$ cat src/rtl/one_to_eight_demux.sv
// Registered 1-to-8 stream demultiplexer: one producer word is routed to a single channel
// (or broadcast to all eight), each channel holding it in a one-entry valid/ready register.
module one_to_eight_demux #(
    parameter int unsigned WIDTH = 32
) (
    input  logic                 clk,
    input  logic                 rst,
    input  logic [WIDTH-1:0]     in_data,
    input  logic [2:0]           in_sel,
    input  logic                 in_bcast,
    input  logic                 in_valid,
    output logic                 in_ready,
    output logic [8*WIDTH-1:0]   out_data,
    output logic [7:0]           out_valid,
    input  logic [7:0]           out_ready,
    output logic [15:0]          xfer_count
);

    logic [7:0]       full_q;
    logic [7:0]       full_d;
    logic [WIDTH-1:0] data_q [8];
    logic [15:0]      count_q;
    logic [15:0]      count_d;

    logic [7:0]       can_load;
    logic [7:0]       target;
    logic [7:0]       load;
    logic [7:0]       drain;
    logic             accept;

    always_comb begin
        can_load = ~full_q | out_ready;
        target   = in_bcast ? 8'hFF : (8'h01 << in_sel);
        // Every targeted channel must be able to take the word; untargeted ones don't matter.
        in_ready = &(can_load | ~target);
        accept   = in_valid & in_ready;
        load     = accept ? target : 8'h00;
        drain    = full_q & out_ready;
        full_d   = (full_q & ~drain) | load;
        count_d  = accept ? count_q + 16'd1 : count_q;
    end

    always_ff @(posedge clk) begin
        if (rst) begin
            full_q  <= 8'h00;
            count_q <= 16'h0000;
            for (int k = 0; k < 8; k++) begin
                data_q[k] <= '0;
            end
        end else begin
            full_q  <= full_d;
            count_q <= count_d;
            for (int k = 0; k < 8; k++) begin
                if (load[k]) begin
                    data_q[k] <= in_data;
                end
            end
        end
    end

    always_comb begin
        out_data = '0;
        for (int k = 0; k < 8; k++) begin
            out_data[k*WIDTH +: WIDTH] = data_q[k];
        end
    end

    assign out_valid  = full_q;
    assign xfer_count = count_q;

endmodule

$ cat config.mk
export PLATFORM = sky130hd
export DESIGN_NAME = one_to_eight_demux
export DESIGN_NICKNAME = d
export VERILOG_FILES = /design/src/rtl/one_to_eight_demux.sv
export SDC_FILE = /design/constraint.sdc
export NUM_CORES = 1
export LEC_CHECK = 0
export BUFFER_PORTS_ARGS = -buffer_cell sky130_fd_sc_hd__buf_2
export CAP_MARGIN = 20
export CORE_MARGIN = 10
export CORE_UTILIZATION = 35
export DETAILED_ROUTE_END_ITERATION = 16
export GPL_ROUTABILITY_DRIVEN = 0
export PLACE_DENSITY = 0.6
export SLEW_MARGIN = 20
export SYNTH_ARGS = -nofsm -noshare
export SYNTH_HDL_FRONTEND = slang
export SYNTH_SLANG_ARGS = --single-unit
$ cat constraint.sdc
create_clock -name clk -period 2.85 [get_ports clk]
set_input_delay 0.1425 -clock clk [delete_from_list [all_inputs] [get_ports clk]]
set_output_delay 0.1425 -clock clk [all_outputs]
set_load 0.02 [all_outputs]
==> flow_metrics.py, run 1 <==
metrics = {
    "die": {
        "initial_utilization_pct": 35.4,
        "num_rows": 64,
        "die-area_um2": 38300,
        "die_y_um": 196,
        "dieWidth_um": 196,
        "core-area_um2": 30500,
        "ios": 328,
    },
    "flow_run": {
        "cap_violations": 0,
    },
    "clock_network": {
        "clk_latency_ps": 540,
        "numCtsBuffers": 30,
        "cts-root-buf": "clkbuf_16",
        "cts_sinks": 280,
        "cts_tree": "yes",
        "htree_levels": 1,
        "postCtsSetupBuffers": 0,
        "clk_transition_reported_paths_ps": 60,
        "cts_resized": 0,
        "clk_path_buf_depth": 3,
    },
    "synth": {
        "syn_nets": 740,
        "seq_area_frac_synth_pct": 75.6,
        "synth.avg_cell_area_um2": 15.6,
        "syn_area_um2": 10800,
        "synth-seq-cells": 280,
        "syn_inst": 692,
        "synthDistinctLibCells": 45,
        "synth-warning-count": 0,
    },
    "setup_path": {
        "reg2regPathDepth": 8,
        "r2r_start": "out_valid[5]",
        "path_max_fanout": 33,
        "start_kind": "register",
        "r2r_slack_ps": 600,
        "r2r-end": "data_q[1][63]",
        "arrival_ps": 2520,
        "endpoint_kind": "register",
        "crit_type": "reg -> reg",
        "required_ps": 3120,
    },
    "timing": {
        "finalHoldViolations": 0,
        "period_share_pct": 79.0,
        "worstMarginPinSlew_ps": 865,
        "fmax_mhz": 444,
        "slew-limit-headroom_pct": 42.4,
        "finalSetupTns_ps": 0,
        "layout_min_cycle_time_ps": 2250,
        "setup_viol": 0,
        "drv_slew": 0,
        "skew_ps": 10.6,
        "rsz0062_at_grt": "false",
    },
    "final_layout": {
        "nFillCells": 2783,
        "final_net_count": 1106,
        "fin_util_pct": 45.8,
        "layout_commonest_cell": "buf_2",
        "mostFrequentLayoutCells": "buf_2, edfxtp_1, nor2_2, nand2b_1, inv_1",
        "fin_cells": 1476,
        "layout-drive-gt1-share_pct": 55.3,
        "syn2layout_area_growth_pct": 29.2,
        "n_antenna_cell": 0,
    },
    "placed_design": {
        "portBuffers": 327,
        "hpwl_mm": 23.1,
        "place_inst": 1413,
    },
    "detailed_routing": {
        "dr.pass1.iters": 4,
        "ant_nets": 0,
        "wl_per_cell_um": 22.0,
        "drt_iter0_markers": 415,
        "routed_wirelength_mm": 32.4,
        "drc": 0,
        "viasPerCell": 4.60,
        "vias": 6789,
    },
    "global_route": {
        "grt_pass1_vias": 7142,
        "antenna_found_initial": 1,
        "grt_max_degree": 41,
        "gr-usage-all-layers_pct": 16.2,
        "grt_overflow": 0,
        "grt_pass1_wl_mm": 47.5,
    },
    "outcome": {
        "status": "completed",
    },
    "power": {
        "powerDensity_nw_per_um2": 724,
        "cellLeakagePower_nw": 5.85,
        "p_total_mw": 10.1,
        "vdd_drop_max_mv": 0.476,
    },
    "min_path": {
        "holdPathEnd": "data_q[1][112]",
        "hold_path_depth": 3,
        "worstHoldPathType": "in -> reg",
        "hold_start": "in_data[16]",
    },
}
==> synthesized netlist by cell type, drive strengths merged <==
library cell,count,area share (%)
a21oi,16,0.74
a31oi,1,0.058
and3,3,0.17
and3b,3,0.24
and4,1,0.081
buf,22,2.2
clkbuf,9,0.31
dfxtp,24,4.4
edfxtp,256,71
ha,1,0.12
inv,35,1.2
mux2,3,0.31
mux2i,1,0.093
nand2,8,0.28
nand2b,48,2.8
nand3,6,0.32
nand4,3,0.17
nand4b,1,0.081
nor2,200,11
nor2b,4,0.23
nor3,3,0.14
nor3b,3,0.41
nor4,2,0.12
o2111a,2,0.22
o2111ai,2,0.16
o21ai,10,1.1
o21ba,1,0.093
o21bai,6,0.45
o31a,1,0.081
o31ai,6,0.42
o41ai,1,0.081
or2,1,0.058
or3,2,0.12
or4,5,0.35
xnor2,2,0.16
==> stage by stage <==
step | setup WS [ps] | cell area [µm²] | hold slack [ps]
global route | 493 | 14000 | 138
detailed placement | 456 | 13000 | 453
CTS | 565 | 14000 | 121
floorplan | 299 | 10800 | 335
global placement | 495 | 13000 | 444
finish | 597 | 14000 | 135
==> flip-flops by register name, summed over array words and instances, names as in the netlist <==
name and count:
xfer_count 16, data_q 256, out_valid 8
==> how the worst max path moves through the flow <==
stage	to	from
after global routing	data_q[1][31]	out_valid[1]
after detailed placement	data_q[0][0]	in_sel[1]
final	data_q[1][63]	out_valid[5]
after floorplan	data_q[0][0]	out_valid[6]
after CTS	data_q[1][31]	out_valid[5]
after global placement	data_q[0][0]	in_bcast
==> power breakdown <==
group	total [mW]	switching [mW]	leakage [nW]	internal [mW]
logic	1.49	1.10	2.51	0.394
clock network	3.64	1.56	0.441	2.08
registers	4.98	0.115	2.90	4.87
total	10.1	2.78	5.85	7.34
==> cell families after synthesis <==
group           count (synthesis)  synth area share [%]
simple gates                  293                  16.7
flops                         280                  75.6
buf+inv                        66                  3.68
compound gates                 46                  3.39
mux                             4                 0.405
xor+xnor                        2                 0.162
fa+ha+maj                       1                 0.116
==> final cells by class <==
| cell class | instances | area, µm² | area share [%] |
|---|---|---|---|
| Sequential cell | 280 | 8170 | 58.5 |
| Multi-Input combinational cell | 346 | 2270 | 16.3 |
| Timing Repair Buffer | 365 | 1990 | 14.3 |
| Clock buffer | 40 | 810 | 5.80 |
| Tap cell | 396 | 495 | 3.55 |
| Inverter | 35 | 131 | 0.941 |
| Clock inverter | 14 | 97.6 | 0.699 |
==> critical path: stages, from the launching register on <==
cell and delay, ps:
dfxtp_1 340, nand2b_1 120, o21bai_2 220, o2111a_2 180
and3_1 180, buf_4 200, o21ai_4 80, buf_4 550
nor2_1 80
==> routing by layer <==
layer / track usage [%] / routed length [µm] / vias up
met5: 0 / 8 / -
met2: 26.9 / 15400 / 273
met1: 20.2 / 13500 / 3325
met4: 3.56 / 617 / 2
met3: 5.29 / 2890 / 41
li1: - / - / 3148
==> timing repair <==
| item | in CTS | in global routing |
|---|---|---|
| hold buffers | 9 | 0 |
| endpoints found under the setup margin | 0 | 0 |
| endpoints found under the hold margin | 9 | 0 |
No activity file was read; power rests on OpenSTA's default activity.
==> run 2, diff against run 1 <==
- ABC_AREA: not set -> 1
- clock period: 2.85 -> 1.8 ns (I/O delays scaled with it)
==> flow_metrics.py, run 2 <==
metrics = {
    "outcome": {
        "status": "completed",
    },
    "clock_network": {
        "cts_tree": "yes",
        "numCtsBuffers": 28,
        "cts_sinks": 280,
        "htree_levels": 1,
        "cts-root-buf": "clkbuf_16",
        "clk_transition_reported_paths_ps": 60,
        "clk_path_buf_depth": 3,
        "clk_latency_ps": 530,
    },
    "synth": {
        "synthTopCellsByCount": "edfxtp_1, nor2_1, nand2_1",
        "synth_edf_count": 256,
        "syn_inst": 801,
        "postSynth.asyncResetShare_pct": 0,
        "synth.avg_cell_area_um2": 13.1,
        "synth.top_cell.area_share_pct": 73.1,
        "synth-warning-count": 0,
        "synthDistinctLibCells": 23,
        "yosysTopAreaCell": "edfxtp_1",
        "synth-seq-cells": 280,
        "syn_nets": 849,
        "synthTopCellsByArea": "edfxtp_1, nor2_1, dfxtp_1",
        "seq_area_frac_synth_pct": 77.6,
        "yosysMostFrequentCell": "edfxtp_1",
        "syn_area_um2": 10500,
        "ys.flop_type": "edfxtp_1",
    },
    "final_layout": {
        "fin_util_pct": 47.5,
        "multi_input_area_um2": 1800,
        "final_net_count": 1235,
        "nFillCells": 2692,
        "postLayoutCellArea_um2": 14100,
        "syn2layout_area_growth_pct": 33.9,
        "largest_reg_flops": 256,
        "ff_latch_area_um2": 8170,
        "mostFrequentLayoutCells": "buf_2, edfxtp_1, nor2_1, nand2_1, inv_1",
        "layout_commonest_cell": "buf_2",
        "n_antenna_cell": 0,
        "largest_register": "data_q",
        "layout-drive-gt1-share_pct": 37.1,
    },
    "power": {
        "p_clk_share_pct": 35.0,
        "vdd_drop_max_mv": 0.729,
        "power.combinational.fraction_pct": 15.7,
        "powerDensity_nw_per_um2": 1130,
        "p_sw_share_pct": 26.9,
        "cellLeakagePower_nw": 6.34,
        "seqPwrFrac_pct": 49.3,
        "switchingPower_mw": 4.29,
        "p_int_mw": 11.7,
    },
    "setup_path": {
        "start_kind": "register",
        "r2r-end": "data_q[0][118]",
        "arrival_ps": 1970,
        "r2r_slack_ps": 70,
        "reg2regPathDepth": 10,
        "startpoint": "out_valid[5]",
        "path_max_fanout": 17,
        "crit_type": "reg -> reg",
        "r2r_start": "out_valid[5]",
        "endpoint_kind": "register",
        "required_ps": 2040,
    },
    "die": {
        "core-area_um2": 29600,
        "num_rows": 63,
        "dieWidth_um": 193,
        "initial_utilization_pct": 35.5,
        "die_y_um": 193,
        "die-area_um2": 37400,
        "ios": 328,
    },
    "timing": {
        "setup_viol": 0,
        "holdWs_ps": 19.3,
        "worstMarginPinSlew_ps": 382,
        "rsz0062_at_grt": "true",
        "layout_min_cycle_time_ps": 1730,
        "drv_slew": 0,
        "finalHoldViolations": 0,
        "slew-limit-headroom_pct": 74.5,
        "skew_ps": 6.99,
        "period_share_pct": 96.2,
        "fmax_mhz": 577,
    },
    "detailed_routing": {
        "viasPerCell": 4.59,
        "drt_iter0_markers": 432,
        "ant_nets": 0,
        "vias": 7337,
        "routed_wirelength_mm": 32.7,
        "drc": 0,
        "wl_per_cell_um": 20.5,
        "dr.pass1.iters": 4,
    },
    "global_route": {
        "antenna_found_initial": 1,
        "grt_pass1_vias": 7583,
        "grt_overflow": 0,
        "grt_max_degree": 34,
        "gr-usage-all-layers_pct": 16.9,
        "grt_pass1_wl_mm": 49.0,
    },
    "placed_design": {
        "place_area_um2": 13000,
        "hpwl_mm": 23.9,
        "portBuffers": 327,
    },
    "min_path": {
        "holdPathEnd": "data_q[1][107]",
        "hold_path_depth": 3,
        "hold_start": "in_data[11]",
        "worstHoldPathType": "in -> reg",
    },
    "flow_run": {
        "cap_violations": 0,
    },
}
==> run 2: changes by cell type after synthesis, moves of 24 or more <==
cell	change
nor2_1	+215
nand2b_1	-48
nand3_1	+24
nor2_2	-180
nand2_1	+95
inv_1	+45
==> run 2: cell families (layout without fill, tap and decap cells) <==
group | after synthesis | after routing | share of synthesized area, %
buffers and inverters | 116 | 524 | 5.83
AND/OR/NAND/NOR | 395 | 395 | 16.0
adder cells (fa/ha/maj) | 1 | 1 | 0.119
XOR/XNOR | 1 | 1 | 0.0833
AO/OA/AOI/OAI | 8 | 8 | 0.380
flip-flops | 280 | 280 | 77.6
==> run 2: layout make-up <==
| cell class | instances | share of cell area (%) |
|---|---|---|
| clock buffers | 34 | 5.28 |
| clock inverters | 18 | 0.959 |
| inverters | 83 | 2.21 |
| multi-input cells | 405 | 12.8 |
| flip-flops and latches | 280 | 58.0 |
| well taps | 390 | 3.46 |
| repair buffers | 389 | 17.3 |
==> run 2: routing by layer <==
| metal | vias to the layer above | wire [µm] | GRT usage, % |
|---|---|---|---|
| met4 | 2 | 730 | 4.43 |
| met5 | - | 13 | 0 |
| li1 | 3438 | - | - |
| met1 | 3549 | 13100 | 20.4 |
| met3 | 46 | 2630 | 4.82 |
| met2 | 302 | 16200 | 28.8 |
==> run 2: how the worst max path moves through the flow <==
stage,to,slack (ps),depth (start not counted)
final,data_q[0][118],70,10
after global routing,data_q[0][117],-50,10
after CTS,out_valid[6],20,9
after detailed placement,data_q[0][44],110,11
after global placement,data_q[0][96],130,11
after floorplan,data_q[0][0],-170,9
==> run 2: power groups by stage <==
stage / Sequential [mW] / Combinational, mW / Clock [mW]
3_3_place_gp: 8.01 / 2.46 / 0
3_5_place_dp: 8.02 / 2.48 / 0
4_1_cts: 7.89 / 2.52 / 5.71
6_report: 7.88 / 2.51 / 5.58
2_1_floorplan: 8.69 / 0.668 / 0
5_1_grt: 7.93 / 2.68 / 5.99
==> run 2: per-stage QoR <==
stage	worst slack (ps)	cells	setup TNS, ps	total power [mW]
2_1_floorplan	-166	801	-26100	9.36
3_3_place_gp	131	1528	0	10.5
3_5_place_dp	115	1528	0	10.5
4_1_cts	24.1	1594	0	16.1
5_1_grt	-51.9	1599	-2120	16.6
6_report	67.9	1599	0	16.0
==> run 2: timing repair <==
action,CTS,global route
setup endpoints to repair,0,5
resized for setup,0,15
endpoints found under the hold margin,27,0
hold buffers,14,0
buffers inserted,0,7
==> run 2: worst max-delay path, stage by stage (launching register included) <==
cell,delay [ps]
dfxtp_1,310
inv_1,50
nor2_1,50
nand2_1,70
nand2_2,70
nor2_4,170
buf_12,150
buf_4,120
nand4_4,110
nand2_2,140
buf_12,180
==> run 3, diff against run 2 <==
- REMOVE_ABC_BUFFERS: not set -> 1
==> flow_metrics.py, run 3 (synthesis results as in run 2) <==
metrics = {
    "setup_path": {
        "startpoint": "out_valid[1]",
        "r2r_slack_ps": 70,
        "setup.worst_path.end": "data_q[1][72]",
        "start_kind": "register",
        "r2r_start": "out_valid[1]",
        "r2r-end": "data_q[1][72]",
        "arrival_ps": 1970,
        "reg2regPathDepth": 9,
        "crit_type": "reg -> reg",
        "endpoint_kind": "register",
        "path_max_fanout": 23,
        "required_ps": 2030,
    },
    "die": {
        "initial_utilization_pct": 35.5,
        "ios": 328,
        "num_rows": 63,
        "die_y_um": 193,
        "dieWidth_um": 193,
        "die-area_um2": 37400,
        "core-area_um2": 29600,
    },
    "clock_network": {
        "clk_transition_reported_paths_ps": 60,
        "htree_levels": 1,
        "clk_latency_ps": 550,
        "cts_tree": "yes",
        "cts_sinks": 280,
        "cts-root-buf": "clkbuf_16",
        "clk_path_buf_depth": 3,
        "numCtsBuffers": 29,
    },
    "power": {
        "vdd_drop_max_mv": 0.668,
        "cellLeakagePower_nw": 6.31,
        "powerDensity_nw_per_um2": 1140,
        "p_total_mw": 15.9,
    },
    "detailed_routing": {
        "vias": 7336,
        "drc": 0,
        "ant_nets": 0,
        "routed_wirelength_mm": 32.6,
        "viasPerCell": 4.56,
        "wl_per_cell_um": 20.3,
        "drt_iter0_markers": 432,
        "dr.pass1.iters": 5,
    },
    "final_layout": {
        "largest_reg_flops": 256,
        "mostFrequentLayoutCells": "buf_2, edfxtp_1, nor2_1, nand2_1, inv_1",
        "largest_register": "data_q",
        "layout_commonest_cell": "buf_2",
        "nFillCells": 2710,
        "syn2layout_area_growth_pct": 33.5,
        "final_net_count": 1244,
        "n_antenna_cell": 0,
        "layout-drive-gt1-share_pct": 36.8,
    },
    "timing": {
        "layout_min_cycle_time_ps": 1730,
        "skew_ps": 13.5,
        "worstMarginPinSlew_ps": 403,
        "fmax_mhz": 576,
        "setup_viol": 0,
        "holdWs_ps": 8.82,
        "slew-limit-headroom_pct": 73.1,
        "drv_slew": 0,
        "period_share_pct": 96.4,
        "fin_ws_ps": 65.2,
        "finalHoldViolations": 0,
    },
    "global_route": {
        "grt_max_degree": 57,
        "antenna_found_initial": 0,
        "grt_pass1_vias": 7521,
        "grt_pass1_wl_mm": 48.6,
        "gr-usage-all-layers_pct": 16.7,
        "grt_overflow": 0,
    },
    "placed_design": {
        "hpwl_mm": 23.6,
        "pre_cts_ws_ps": 39.8,
        "portBuffers": 327,
    },
    "outcome": {
        "status": "completed",
    },
    "flow_run": {
        "cap_violations": 0,
    },
    "min_path": {
        "hold_path_depth": 3,
        "worstHoldPathType": "in -> reg",
    },
}
-- run 3: cell count changes in the layout (fill, tap and decap cells not counted), moves of 3 or more --
cell           before  now
dfxtp_2             3    0
buf_4              24   32
dlygate4sd3_1      12   20
buf_12             23   15
nand2_2             9   13
dfxtp_1            21   24
nand2_4             5    0
clkinvlp_4          0    3
-- run 3: worst min-delay path by stage --
stage / to / slack, ps / startpoint
after floorplan: out_valid[0] / 160 / rst
after global placement: out_valid[5] / 380 / out_ready[5]
after global routing: data_q[1][112] / 20 / in_data[16]
final: data_q[1][76] / 9 / in_data[12]
after detailed placement: out_valid[5] / 370 / out_ready[5]
after CTS: data_q[1][104] / 3 / in_data[8]
-- run 3: cell type report --
class	count	area (µm²)	share of cell area, %
tap	390	488	3.47
timing repair buffer	397	2420	17.2
clock buffer	32	737	5.25
multi-input combinational	405	1780	12.6
sequential	280	8170	58.2
clock inverter	21	149	1.06
inverter	83	312	2.22
-- run 3: timing repair --
| action | CTS | global route |
|---|---|---|
| gates resized for setup | 0 | 12 |
| setup buffers | 0 | 4 |
| hold endpoints to repair | 50 | 0 |
| hold buffers | 22 | 0 |
| setup endpoints to repair | 0 | 141 |
-- run 3: worst max-delay path, stage by stage, from the launching register on --
cell and delay, ps:
dfxtp_1 310, inv_1 60, nor2_2 40, nand2_1 60, nand2_1 80, nor2_4 190, nand4_1 160, buf_4 180
nand2_2 90, buf_12 220
-- run 3: metrics by stage --
step | cells | instance area, µm² | utilization (%) | setup TNS (ps)
floorplan | 768 | 10200 | - | -255590
global placement | 1531 | 12900 | 43.5 | 0
detailed placement | 1531 | 12900 | 43.5 | 0
CTS | 1606 | 14000 | 47.2 | 0
global route | 1608 | 14000 | 47.4 | -541
finish | 1608 | 14000 | 47.4 | 0
-- run 3: per-layer routing --
| metal | global-route usage [%] | part of all wire [%] | up-vias |
|---|---|---|---|
| met2 | 27.7 | 47 | 343 |
| met5 | 0 | 0 | - |
| met3 | 5.33 | 8.6 | 53 |
| met4 | 3.58 | 2.4 | 0 |
| li1 | - | - | 3457 |
| met1 | 20.9 | 42 | 3483 |
-- run 3: where the power goes --
group	switching, mW	internal, mW	leakage (nW)	total [mW]
combinational	1.74	0.730	2.98	2.47
sequential	0.174	7.71	2.90	7.88
clock	2.49	3.11	0.431	5.60
